File: config.mk
export PLATFORM = sky130hd
export DESIGN_NAME = wrr_arb
export DESIGN_NICKNAME = d
export VERILOG_FILES = /design/src/rtl/wrr_arb_pkg.sv /design/src/rtl/wrr_arb_rot_pri.sv /design/src/rtl/wrr_arb.sv
export SDC_FILE = /design/constraint.sdc
export NUM_CORES = 1
export LEC_CHECK = 0
export ABC_AREA = 1
export ABC_CLOCK_PERIOD_IN_PS = 1900
export CORE_MARGIN = 2
export CORE_UTILIZATION = 48
export DETAILED_ROUTE_END_ITERATION = 8
export HOLD_SLACK_MARGIN = 0.03
export PLACE_DENSITY_LB_ADDON = 0.08
export SLEW_MARGIN = 20
export SYNTH_ARGS = -nofsm -noshare
export SYNTH_HDL_FRONTEND = slang
export SYNTH_SLANG_ARGS = --single-unit
File: constraint.sdc
create_clock -name clk -period 1.9 [get_ports clk]
set_input_delay 0.57 -clock clk [delete_from_list [all_inputs] [get_ports clk]]
set_output_delay 0.57 -clock clk [all_outputs]
set_load 0.03 [all_outputs]
File: src/rtl/wrr_arb_pkg.sv
// Shared types and helpers for the weighted round-robin arbiter.
package wrr_arb_pkg;

  typedef enum logic [0:0] {
    IDLE   = 1'b0,
    LOCKED = 1'b1
  } state_t;

  localparam int WEIGHT_MAX_W = 32;

  function automatic int idx_width(input int n);
    return (n > 1) ? $clog2(n) : 1;
  endfunction

  // A zero weight still earns one transaction per reload.
  function automatic logic [WEIGHT_MAX_W-1:0] weight_eff(input logic [WEIGHT_MAX_W-1:0] w);
    return (w == '0) ? {{(WEIGHT_MAX_W-1){1'b0}}, 1'b1} : w;
  endfunction

endpackage

File: src/rtl/wrr_arb_rot_pri.sv
// Rotating-priority pick: lowest set bit at or above ptr, else lowest set bit overall.
module rot_pri
  import wrr_arb_pkg::*;
#(
  parameter  int W  = 4,
  localparam int IW = idx_width(W)
) (
  input  logic [W-1:0]  req,
  input  logic [IW-1:0] ptr,
  output logic [W-1:0]  onehot,
  output logic [IW-1:0] idx,
  output logic          any
);

  logic [W-1:0]  mask;
  logic [W-1:0]  masked;
  logic [IW-1:0] idx_m;
  logic [IW-1:0] idx_u;
  logic          any_m;

  // Masked and unmasked lowest-index searches, masked one wins when non-empty.
  always_comb begin
    mask  = '0;
    idx_m = '0;
    idx_u = '0;
    for (int i = 0; i < W; i++) begin
      mask[i] = (i >= int'(ptr));
    end
    masked = req & mask;
    for (int i = W - 1; i >= 0; i--) begin
      idx_m = masked[i] ? IW'(i) : idx_m;
      idx_u = req[i]    ? IW'(i) : idx_u;
    end
    any_m  = |masked;
    any    = |req;
    idx    = any_m ? idx_m : idx_u;
    onehot = any ? (W'(1) << idx) : '0;
  end

endmodule

File: src/rtl/wrr_arb.sv
// Weighted round-robin arbiter: one credit per transaction, grant locked until last-beat ack.
module wrr_arb
  import wrr_arb_pkg::*;
#(
  parameter  int W        = 4,
  parameter  int WEIGHT_W = 4,
  localparam int IW       = idx_width(W)
) (
  input  logic                  clk,
  input  logic                  srst,
  input  logic [W-1:0]          i_req,
  input  logic                  i_last,
  input  logic                  i_ack,
  input  logic [W*WEIGHT_W-1:0] i_weight,
  output logic [W-1:0]          o_gnt,
  output logic [IW-1:0]         o_gnt_enc,
  output logic                  o_gnt_vld,
  output logic                  o_locked
);

  state_t              state, state_nx;
  logic [IW-1:0]       ptr, ptr_nx;
  logic [IW-1:0]       held, held_nx;
  logic [WEIGHT_W-1:0] credit    [W];
  logic [WEIGHT_W-1:0] credit_nx [W];

  logic [W-1:0]        elig;
  logic [W-1:0]        pick_oh;
  logic [IW-1:0]       pick_idx;
  logic                pick_any;
  logic [IW-1:0]       gnt_idx;
  logic                accept;
  logic                retire;
  logic [WEIGHT_W-1:0] dec;

  always_comb begin
    elig = '0;
    for (int i = 0; i < W; i++) begin
      elig[i] = i_req[i] & (credit[i] != '0);
    end
  end

  rot_pri #(.W(W)) u_pick (
    .req    (elig),
    .ptr    (ptr),
    .onehot (pick_oh),
    .idx    (pick_idx),
    .any    (pick_any)
  );

  // Grant outputs; a lock keeps showing its owner even while its request is dropped.
  always_comb begin
    gnt_idx = (state == LOCKED) ? held : pick_idx;
    if (srst) begin
      o_gnt     = '0;
      o_gnt_vld = 1'b0;
      o_locked  = 1'b0;
    end else if (state == LOCKED) begin
      o_gnt     = W'(1) << held;
      o_gnt_vld = i_req[held];
      o_locked  = 1'b1;
    end else begin
      o_gnt     = pick_oh;
      o_gnt_vld = pick_any;
      o_locked  = 1'b0;
    end
    o_gnt_enc = o_gnt_vld ? gnt_idx : '0;
  end

  // Next-state: lock, retire (credit/ptr update) or reload.
  always_comb begin
    state_nx = state;
    ptr_nx   = ptr;
    held_nx  = held;
    for (int i = 0; i < W; i++) begin
      credit_nx[i] = credit[i];
    end
    accept = o_gnt_vld & i_ack;
    retire = accept & i_last;
    dec    = (credit[gnt_idx] != '0) ? credit[gnt_idx] - WEIGHT_W'(1) : '0;
    case (state)
      IDLE: begin
        if (accept && !i_last) begin
          state_nx = LOCKED;
          held_nx  = pick_idx;
        end else if ((|i_req) && !pick_any) begin
          for (int i = 0; i < W; i++) begin
            credit_nx[i] = WEIGHT_W'(weight_eff(WEIGHT_MAX_W'(i_weight[i*WEIGHT_W +: WEIGHT_W])));
          end
        end else begin
          state_nx = IDLE;
        end
      end
      LOCKED: begin
        state_nx = retire ? IDLE : LOCKED;
      end
      default: begin
        state_nx = IDLE;
      end
    endcase
    if (retire) begin
      credit_nx[gnt_idx] = dec;
      if (dec != '0) begin
        ptr_nx = gnt_idx;
      end else begin
        ptr_nx = (gnt_idx == IW'(W - 1)) ? '0 : gnt_idx + IW'(1);
      end
    end else begin
      ptr_nx = ptr;
    end
  end

  // State, pointer and credit registers.
  always_ff @(posedge clk) begin
    if (srst) begin
      state <= IDLE;
      ptr   <= '0;
      held  <= '0;
      for (int i = 0; i < W; i++) begin
        credit[i] <= '0;
      end
    end else begin
      state <= state_nx;
      ptr   <= ptr_nx;
      held  <= held_nx;
      for (int i = 0; i < W; i++) begin
        credit[i] <= credit_nx[i];
      end
    end
  end

endmodule

* Yosys cells after proc, flatten, opt, wreduce, memory -nomap -nowiden
Memory sizes are Yosys's and may differ from the RTL's. Index checks and enable logic that the tools add are counted.
Word-level totals: flip-flop bits (word level) 5, memory bits (writable) 16, bits of input ports 24, word-level logic and storage cells 91, memories kept 1
Memories:
- credit | depth 4, bits a word 4, read ports 5, clocked after memory_dff 0, write ports 4, line wrr_arb.sv:24 | logic [WEIGHT_W-1:0] credit [W];
Operators by class: add/sub/neg operators 2, $lt $le $gt $ge 6, equal/unequal tests 1, shift-type cells 2, mux-type cells 44, bitwise logic cells 13, reduce and logical (&&, ||, !) cells 19
Operators by type and width (number):
- $mux 16 | 4
- $mux 4 | 13
- $mux 2 | 13
- $reduce_bool 4->1 | 6
- $bwmux 16 | 1
- $logic_not 4->1 | 4
- $reduce_or 4->1 | 3
- $mux 1 | 10
- $demux 4 s2 | 1
- $shl 1x2->4 const A | 2
- $and 1x1->1 | 6
- $and 4x4->4 | 1
- $ge 1x2->1 const A | 2
- $or 1x1->1 | 4
- $sub 4x1->4 const B | 1
- $ge 3x3->1 const B | 1
- $logic_and 1x1->1 | 3
- $lt 2x3->1 const B | 1
- $lt 3x1->1 const B | 1
- $not 2->3 | 1
- $add 2x1->2 const B | 1
- $bmux 1 s2 | 1
- $eq 2x2->1 const B | 1
- $ge 2x2->1 const A | 1
- 4 further kinds | 5

* Depth between registers and ports, before layout
Gate-level depths: netlist of run 1. An unclocked memory read counts as a cell.
depth in word-level cells 18, mapped depth 18

* Cells and area by module
Synthesis of run 1 repeated with hierarchy kept, for this count alone.
Unflattened totals: cells, all modules 333, area total of the unflattened synthesis 1904.3 um^2
Modules (own cells, without submodules):
- wrr_arb | times used 1, cells an instance 304, area an instance 1755.4 um^2
- rot_pri | times used 1, cells an instance 29, area an instance 148.9 um^2

* Worst setup path before layout of run 1
No wires, ideal clock.
path type input-to-output, from in i_req[3], to out o_gnt[2], data arrival time 1.651 ns, data required time 1.330 ns, setup slack -0.321 ns, stages 10, buffers on the path 1, path through inv_1 a21oi_1 nand2_1 nand2_1 nand2_1 nand3_2 nand2_4 buf_6 inv_1 nor2_1
On the way: longest elaborated chain between the ends 11
RTL lines:
- from (decl) | line wrr_arb.sv:11 | input logic [W-1:0] i_req,
- $and 1x1->1 (*) | line wrr_arb.sv:39 | elig[i] = i_req[i] & (credit[i] != '0);
- $and 4x4->4 | line wrr_arb_rot_pri.sv:29 | masked = req & mask;
- $mux 2 (4 in series) | line wrr_arb_rot_pri.sv:31 | idx_m = masked[i] ? IW'(i) : idx_m;
- $mux 2 | line wrr_arb_rot_pri.sv:36 | idx = any_m ? idx_m : idx_u;
- $shl 1x2->4 | line wrr_arb_rot_pri.sv:37 | onehot = any ? (W'(1) << idx) : '0;
- $mux 4 (*) | line wrr_arb_rot_pri.sv:37
- $mux 4 (*) | line wrr_arb.sv:58 | end else if (state == LOCKED) begin
- $mux 4 (*) | line wrr_arb.sv:54 | if (srst) begin
- to (decl) | line wrr_arb.sv:15 | output logic [W-1:0] o_gnt,
Mark *: on every way between the ends. The rest lies on a longest branch, timed or not.

==> results of run 1 <==
layout make-up:
class,instances,area (µm²),share of cell area
Clock buffer,4,45.0,0.0137
Inverter,36,143,0.0435
Multi-Input combinational cell,215,1650,0.503
Sequential cell,21,439,0.134
Tap cell,48,60.1,0.0183
Timing Repair Buffer,106,941,0.287
worst max-delay path, stage by stage (launching register included):
cell and delay, ns:
dfxtp_1 0.36, nor2_2 0.05, nand2_2 0.13, nand4_1 0.16
nand2_1 0.16, inv_2 0.08, nand2_4 0.09, nand2_4 0.08
nor2_4 0.11, nand3_2 0.10, a21oi_4 0.13, buf_6 0.14
stage by stage:
stage               std cells  hold WS (ns)  cell area (µm²)  TNS (ns)   util
floorplan                 279         0.501             1820    -0.760      -
detailed placement        398         0.565             2470    -19.22  0.685
finish                    430         0.594             3280    -12.38  0.909
global placement          398         0.547             2470    -18.58  0.685
global route              430         0.631             3280    -15.47  0.909
CTS                       416         0.578             2920     -7.73  0.811
worst max-delay path by stage:
stage | start | to | slack (ns) | depth (start not counted)
finish | credit[0][3] | o_gnt[0] | -0.54 | 11
global route | credit[0][2] | ptr[1] | -0.71 | 15
CTS | credit[2][1] | o_gnt[0] | -0.43 | 12
detailed placement | i_req[0] | o_gnt[0] | -0.79 | 10
global placement | i_req[0] | o_gnt[0] | -0.75 | 10
floorplan | i_req[0] | o_gnt[0] | -0.10 | 8
logic make-up (layout without fill, tap and decap cells):
group                    count (synthesis)  in the layout  synth area share
adder cells (fa/ha/maj)                  4              4            0.0284
AND/OR/NAND/NOR                        164            164             0.469
buffers and inverters                   43            146             0.106
flip-flops                              21             21             0.238
AO/OA/AOI/OAI                           47             47             0.159
per-layer routing:
layer,track usage,wire length [µm],part of all wire,up-vias
met5,0,0,0,-
met2,0.591,3970,0.45,254
li1,-,-,-,1134
met4,0.178,875,0.10,0
met3,0.0451,871,0.099,114
met1,0.397,3070,0.35,1219
synthesized netlist by cell type, drive strengths merged:
| cell type | count |
|---|---|
| nor2 | 41 |
| a21oi | 25 |
| inv | 36 |
| nand2 | 72 |
| nand3 | 43 |
| o211ai | 1 |
| or2 | 1 |
| a31oi | 3 |
| nor4 | 1 |
| clkbuf | 1 |
| o21ai | 9 |
| dfxtp | 21 |
| buf | 6 |
| o2111ai | 1 |
| a22oi | 1 |
| nor3 | 1 |
| nand4 | 5 |
| ha | 4 |
| a211oi | 7 |
registers in the layout, indices dropped and copies added (netlist names):
register  count
credit       16
held          2
ptr           2
state         1
what timing repair did:
action                                  in CTS  in global routing
endpoints found under the setup margin      29                 28
endpoints found under the hold margin        0                  0
setup buffers                               14                 15
pin swaps                                   32                 42
gates resized for setup                     82                 80
hold buffers                                 0                  0
==> summary.md, run 1 <==
| Metric | Value |
|---|---|
| Die area | 0.00418 mm² |
| Routability Congestion | 0.886 |
| Final period util | 1.28 |
| Fmax achieved | 410 MHz |
| First drt pass iteration count | 7 |
| Final wirelength | 8.79 mm |
| Chip width | 64.6 µm |
| CTS root buffer | clkbuf_8 |
| Fin crit period | 2.44 ns |
| Share of layout cells above drive strength 1 | 0.615 |
| Crit. End Element | output pin |
| Critical R2R Capture | ptr[1] |
| Measured slew at the worst slew-check pin | 0.477 ns |
| Syn. warnings | 0 |
| Maximum root-to-sink buffer count | 2 |
| # rows | 22 |
| Hold Path Cell Cnt | 3 |
| CORE AREA | 0.00361 mm² |
| Gr ovfl total | 0 |
| Dpl ws | -0.794 ns |
| Post-Syn Area | 0.00176 mm² |
| Max Slew Vio Count | 0 |
| Post-DP HPWL | 3.96 mm |
| Most frequent cells in the layout | buf_4 (63), nand2_1 (31), nand2_2 (24), nand3_2 (24), inv_1 (22) |
| Via count | 2,721 |
| Drt drc | 0 |
| # port buffers | 31 |
| Synth top area share | 0.238 |
| Flop2flop setup slack | -0.54 ns |
| Syn nets | 307 |
| # fillers | 147 |
| Max-cap check violation count | 0 |
| Cell variety after synth | 33 |
| Final Hold Fails | 0 |
| First-pass GRT wire length | 11.0 mm |
| Min-delay src | credit[2][2] |
| Tightest Hold Check Type | register to register |
| Final ANT Viol Nets | 0 |
| Pin count of the biggest net entering global routing | 24 |
| Mapped Avg Cell Area | 6.32 µm² |
| Vias in the first global route | 2,363 |
| Violated checks | setup timing |
| Crit path DAT | 1.87 ns |
| Synth-to-Final Area Change | 85.7% |
| CP Launch Type | register |
| Post-synthesis register bit count | 21 |
| TritonCTS clock tree | done |
| Status | finished with violations |
| Reg-to-Reg Start | credit[0][2] |
| Critical setup path kind | register to output pin |
| Clock transition at path regs | 0.09 ns |
| Die height | 64.6 µm |
| I/O pins | 32 |
| Worst skew pair latency | 0.27 ns |
| Post-synthesis cell count | 279 |
| Synth area leader | dfxtp_1 |
| DR WL/cell | 20.4 µm |
| Crit path max fanout | 2 |
| Skew final | 0.00576 ns |
| Synth area leaders | dfxtp_1 (24%), nand2_1 (12%), nand3_1 (9.6%) |
| Most common cell after layout, fill and taps aside | buf_4 |
| Clk sinks | 21 |
| Worst R2R Path Depth | 16 |
| Gr usage total | 0.337 |
| Final setup violation count | 28 |
| Nets@finish | 411 |
| Initial core utilization | 0.489 |
| H-tree Lvls | 1 |
| Diode count | 0 |
| Fin worst setup slack | -0.541 ns |
| Endpoint, Worst Hold | credit[2][2] |
| Relative slew margins | 0.682 |
| CTS Buf Count | 3 |
| Initial antenna violation count | 0 |
| Vias per cell | 6.33 |
| Initial DRC count | 311 |
| Required @ worst endpoint | 1.33 ns |
| Sequential share of the synthesized area | 0.238 |
| RSZ-0062 raised after global routing | yes |
Power of run 1 is not shown: default switching activity piles up to over one toggle a cycle in this logic, so the estimate is an artifact.
==> run 2: changes to the inputs <==
--- a/config.mk
+++ b/config.mk
@@ -12,7 +12,7 @@
 export DETAILED_ROUTE_END_ITERATION = 8
 export HOLD_SLACK_MARGIN = 0.03
 export PLACE_DENSITY_LB_ADDON = 0.08
-export SLEW_MARGIN = 20
+export SLEW_MARGIN = 15
 export SYNTH_ARGS = -nofsm -noshare
 export SYNTH_HDL_FRONTEND = slang
 export SYNTH_SLANG_ARGS = --single-unit
==> results of run 2 <==
The final DEF is identical to that of run 1; final timing and power are the same.
Power of run 2 is left out for the same reason.
